==> config.mk <==
export PLATFORM = sky130hd
export DESIGN_NAME = ether_tx_sched
export DESIGN_NICKNAME = d
export VERILOG_FILES = /design/src/rtl/ether_tx_sched.sv
export SDC_FILE = /design/constraint.sdc
export NUM_CORES = 1
export LEC_CHECK = 0
export ABC_AREA = 1
export BUFFER_PORTS_ARGS = -buffer_cell sky130_fd_sc_hd__buf_2
export CAP_MARGIN = 10
export CORE_MARGIN = 10
export CORE_UTILIZATION = 45
export CTS_CLUSTER_DIAMETER = 200
export CTS_CLUSTER_SIZE = 40
export DETAILED_ROUTE_END_ITERATION = 8
export HOLD_SLACK_MARGIN = 0.02
export SYNTH_ARGS = -nofsm -noshare
export SYNTH_HDL_FRONTEND = slang
export SYNTH_SLANG_ARGS = --single-unit
==> constraint.sdc <==
create_clock -name clk -period 6.9 [get_ports clk]
set_input_delay 0 -clock clk [delete_from_list [all_inputs] [get_ports clk]]
set_output_delay 0 -clock clk [all_outputs]
set_load 0.02 [all_outputs]
==> src/rtl/ether_tx_sched.sv <==
// ether_tx_sched: transmit scheduler in front of the RMII MAC transmitter.
// Read responses are queued in a small FIFO. The single MAC is shared between
// that queue and an auxiliary requester. One start pulse is issued per frame,
// followed by a frame-duration plus inter-frame-gap hold-off.
// Optional feature macro: ETHER_TX_SCHED_AUX_EN enables the aux channel and the
// fairness counter. When it is undefined, only response frames (tag 00) are sent.
// Handshake: aux_valid_i is held until aux_ready_o pulses. aux_data_i is taken
// in that same cycle, and aux_valid_i may drop the cycle after.
module ether_tx_sched #(
  parameter int DEPTH        = 8,
  parameter int FRAME_CYCLES = 288,
  parameter int IFG_CYCLES   = 48,
  parameter int FAIR_LIMIT   = 4
) (
  input  logic                   clk,
  input  logic                   rst_n,
  input  logic [15:0]            rdata_i,
  input  logic                   rw_i,
  input  logic                   valid_i,
  input  logic [15:0]            aux_data_i,
  input  logic                   aux_valid_i,
  output logic                   aux_ready_o,
  output logic [39:0]            payload_o,
  output logic                   start_o,
  output logic                   busy_o,
  output logic [$clog2(DEPTH):0] fifo_count_o,
  output logic                   overflow_o
);

  localparam int AW   = $clog2(DEPTH);
  localparam int CW   = AW + 1;
  localparam int TMAX = (FRAME_CYCLES > IFG_CYCLES) ? FRAME_CYCLES : IFG_CYCLES;
  localparam int TW   = (TMAX > 1) ? $clog2(TMAX) : 1;

  localparam logic [7:0] TAG_RESP = 8'h00;

  typedef enum logic [1:0] {
    S_IDLE  = 2'd0,
    S_START = 2'd1,
    S_FRAME = 2'd2,
    S_GAP   = 2'd3
  } state_e;

  state_e         state_q, state_d;
  logic [TW-1:0]  timer_q, timer_d;
  logic [39:0]    payload_q, payload_d;

  logic [15:0]    mem_q [DEPTH];
  logic [AW-1:0]  wr_ptr_q, rd_ptr_q;
  logic [CW-1:0]  count_q;
  logic           overflow_q;

  logic           push;
  logic           push_ok;
  logic           pop;
  logic           full;
  logic           empty;
  logic           aux_sel;

`ifdef ETHER_TX_SCHED_AUX_EN
  localparam int FW = $clog2(FAIR_LIMIT + 1);
  localparam logic [7:0] TAG_AUX = 8'h01;
  logic [FW-1:0]  fair_q, fair_d;
`else
  // Aux inputs are accepted on the port list but have no function here.
  logic           unused_aux;
  assign unused_aux = ^{aux_valid_i, aux_data_i};
`endif

  // FIFO status. A push into a full FIFO still succeeds when the scheduler pops
  // the same cycle, because the freed slot is the one being written.
  assign push    = valid_i && !rw_i;
  assign full    = (count_q == CW'(DEPTH));
  assign empty   = (count_q == '0);
  assign push_ok = push && (!full || pop);

  // Next-state, selection and timer logic for the frame scheduler.
  always_comb begin
    state_d   = state_q;
    timer_d   = timer_q;
    payload_d = payload_q;
    pop       = 1'b0;
    aux_sel   = 1'b0;
`ifdef ETHER_TX_SCHED_AUX_EN
    fair_d    = fair_q;
`endif
    case (state_q)
      S_IDLE: begin
`ifdef ETHER_TX_SCHED_AUX_EN
        // Fairness only counts response frames sent while aux is waiting.
        if (!aux_valid_i) fair_d = '0;
        if (!empty && ((fair_q < FW'(FAIR_LIMIT)) || !aux_valid_i)) begin
          pop       = 1'b1;
          payload_d = {TAG_RESP, 16'h0000, mem_q[rd_ptr_q]};
          // This branch with aux waiting implies fair_q < FAIR_LIMIT, so the
          // increment saturates at FAIR_LIMIT on its own.
          if (aux_valid_i) fair_d = fair_q + 1'b1;
        end else if (aux_valid_i) begin
          aux_sel   = 1'b1;
          payload_d = {TAG_AUX, 16'h0000, aux_data_i};
          fair_d    = '0;
        end
`else
        if (!empty) begin
          pop       = 1'b1;
          payload_d = {TAG_RESP, 16'h0000, mem_q[rd_ptr_q]};
        end
`endif
        if (pop || aux_sel) begin
          state_d = S_START;
          timer_d = '0;
        end
      end
      S_START: begin
        state_d = S_FRAME;
        timer_d = TW'(FRAME_CYCLES - 1);
      end
      S_FRAME: begin
        if (timer_q == '0) begin
          state_d = S_GAP;
          timer_d = TW'(IFG_CYCLES - 1);
        end else begin
          timer_d = timer_q - 1'b1;
        end
      end
      S_GAP: begin
        if (timer_q == '0) begin
          state_d = S_IDLE;
          timer_d = '0;
        end else begin
          timer_d = timer_q - 1'b1;
        end
      end
      default: begin
        state_d = S_IDLE;
        timer_d = '0;
      end
    endcase
  end

  // Scheduler state, timer and held payload.
  always_ff @(posedge clk or negedge rst_n) begin
    if (!rst_n) begin
      state_q   <= S_IDLE;
      timer_q   <= '0;
      payload_q <= '0;
    end else begin
      state_q   <= state_d;
      timer_q   <= timer_d;
      payload_q <= payload_d;
    end
  end

`ifdef ETHER_TX_SCHED_AUX_EN
  // Consecutive response frames granted while aux is waiting.
  always_ff @(posedge clk or negedge rst_n) begin
    if (!rst_n) fair_q <= '0;
    else        fair_q <= fair_d;
  end
`endif

  // FIFO storage; contents are don't-care until written, so no reset.
  always_ff @(posedge clk) begin
    if (push_ok) mem_q[wr_ptr_q] <= rdata_i;
  end

  // FIFO pointers, occupancy and sticky drop flag.
  always_ff @(posedge clk or negedge rst_n) begin
    if (!rst_n) begin
      wr_ptr_q   <= '0;
      rd_ptr_q   <= '0;
      count_q    <= '0;
      overflow_q <= 1'b0;
    end else begin
      if (push_ok) wr_ptr_q <= wr_ptr_q + 1'b1;
      if (pop)     rd_ptr_q <= rd_ptr_q + 1'b1;
      case ({push_ok, pop})
        2'b10:   count_q <= count_q + 1'b1;
        2'b01:   count_q <= count_q - 1'b1;
        default: count_q <= count_q;
      endcase
      if (push && !push_ok) overflow_q <= 1'b1;
    end
  end

  assign start_o      = (state_q == S_START);
  assign busy_o       = (state_q != S_IDLE);
  assign aux_ready_o  = aux_sel;
  assign payload_o    = payload_q;
  assign fifo_count_o = count_q;
  assign overflow_o   = overflow_q;

endmodule

==> run metrics <==
htree depth 4; ys flop type edfxtp_1; layout cells sized above 1 14.9%; synth unique cells 31; Initial Util 45.6%; Root Buffer clkbuf_16; DR vias/cell 5.01; I/O pin cnt 85; Syn Std Cell Area 7160 sq um; Setup Skew 0.0187 ns; worst path cell trace buf_4, inv_2, o21ai_0, o211ai_1, nand3_1, nand2_1; HP Class in -> reg; IR drop worst, VDD 0.177 mV; gr usage total 14.4%; max cap viols 0; CP Data Arrival Time 2.68 ns; die extent in x 146 um; sequential share of the synthesized area 67.0%; worst setup path startpoint rd_ptr_q[0]; Mapped Cells 631; Final setup viols 0; Row Count 46; asr flop ratio synth 22.9%; R2R Path Start rd_ptr_q[0]; max-slew violation count 0; Via Count 4617; Syn Area/Cell 11.3 sq um; Leakage 3.17 nW; worst stage delay on the critical path 0.64 ns; setup TNS 0 ns; Synthesis Warnings 0; DRC errors left 0; CTS tree yes; vias in the first global route 4604; post-CTS resize count 0; gpl congestion 0.810; initial antenna violation count 0; Layout area overhead 15.1%; Power Dens Cells 282 nW/um^2; Slowest-stage cell, CP inv_2; final-stage net count 741; CTS max path bufs 2; Crit Path Class reg -> reg; final core occ 52.4%; Synth Register Bits 166; CP delay by family, top buffers and inverters; first-pass detailed-route iteration total 4; clk sinks 166; Worst-path clk slew 0.06 ns; Remaining Overflow, GRT 0; crit start category flip-flop; status complete, no violations; Setup crit end kind flip-flop; Worst-Margin Slew 1.13 ns; EDFF count, synth 128; fmax 422 MHz; routed wire length 15200 um; HPWL reported at the end of detailed placement 8980 um; first-pass GRT wire length 24300 um; Setup WS pre-CTS 4.53 ns; period utilization 34.3%; Required @ worst endpoint 7.21 ns; drt initial violations 344; n_diodes 0; Worst-Skew Late Latency 0.43 ns; Post-DP Area 7470 sq um; minimum clock period 2.37 ns; WP buf/inv 2; Die ar. 21400 sq um; most frequent cells in the layout edfxtp_1, nor2_1, nand2_1, buf_2, o21ai_0; relative slew slack 24.4%; RSZ-0062 raised after global routing false; post-route ant nets 0; Core Box Area 15700 sq um; worst hold start valid_i; mean routed wirelength per cell 16.5 um; CTS Buf Count 17; commonest non-fill, non-tap cell in the layout edfxtp_1; Die H 146 um; final setup margin 4.53 ns; I/O Buffers 42; largest net degree at the start of global routing 67; CP Max Fanout 66; Hold Vio Cnt, Final 0; finished layout cell area 8240 sq um
## worst paths after layout
kind,endpoint,slack [ns],cells after the start
setup / recovery,payload_o[2],4.53,6
hold / removal,wr_ptr_q[0],0.1,6
setup reg to reg,payload_o[2],4.53,6
hold reg to reg,payload_o[12],0.48,2
max in group asynchronous,payload_o[15],6.03,2
min in group asynchronous,timer_q[8],0.26,2
## where the power goes
part / total [W] / switching (W) / internal, W
combinational: 0.000217 / 0.000150 / 0.0000671
clock: 0.000915 / 0.000381 / 0.000534
sequential: 0.00119 / 0.0000349 / 0.00116
total: 0.00232 / 0.000566 / 0.00176
## state kept, by name, summed over array words and instances, names as in the netlist
name / cells
state_q: 2
fifo_count_o: 4
mem_q: 128
rd_ptr_q: 3
wr_ptr_q: 3
payload_o: 16
overflow_o: 1
timer_q: 9
## metal layers
metal	global-route usage (%)	share of wire, %	vias to the layer above
li1	-	-	2251
met1	17.5	44	2233
met2	24.3	49	120
met3	3.80	5.8	13
met4	5.11	1.3	0
met5	0	0	-
## logic make-up (layout without fill, tap and decap cells)
logic type / count (synthesis) / count (layout) / share of synthesized area [%]
flops: 166 / 166 / 67.0
fa+ha+maj: 12 / 12 / 2.20
simple gates: 245 / 245 / 14.3
compound gates: 113 / 113 / 9.10
buf+inv: 87 / 137 / 6.50
other cells: 1 / 25 / 0.0524
xor+xnor: 7 / 7 / 0.856
## Yosys cell counts, drive strengths merged, types with 2 or more instances
master	n	area share [%]
edfxtp	128	54
nor2	124	6.6
nand2	80	4.5
o21ai	71	5.0
buf	50	4.6
dfrtp	38	13
nand3	35	2.6
inv	34	1.8
o211ai	32	3.4
ha	11	1.9
a21oi	9	0.63
xor2	6	0.73
clkbuf	3	0.16
nand4	3	0.35
or2	2	0.17
## final cells by class
cell class	count	area, sq um
timing repair buffer	71	475
clock buffer	17	425
fill	1373	7470
inverter	34	128
tap	216	270
multi-input combinational	402	1990
clock inverter	15	155
sequential	166	4790
## per-stage QoR
step	power, W	cells	hold WS (ns)
floorplan	0.00135	655	-0.296
global placement	0.00141	870	0.193
detailed placement	0.00142	870	0.203
CTS	0.00234	921	0.0843
global route	0.00242	921	0.121
finish	0.00232	921	0.0992
## timing repair
| item | in CTS | in global routing |
|---|---|---|
| setup buffers | 0 | 0 |
| setup endpoints to repair | 0 | 0 |
| hold buffers | 19 | 0 |
| hold endpoints to repair | 167 | 0 |
## tightest hold or removal path, stage by stage
cell and delay, ns:
buf_2 0.09, inv_1 0.06, nor2_1 0.08, nand2_1 0.12
nand2_1 0.06, nand2_1 0.06
No activity file was read; power rests on OpenSTA's default activity.
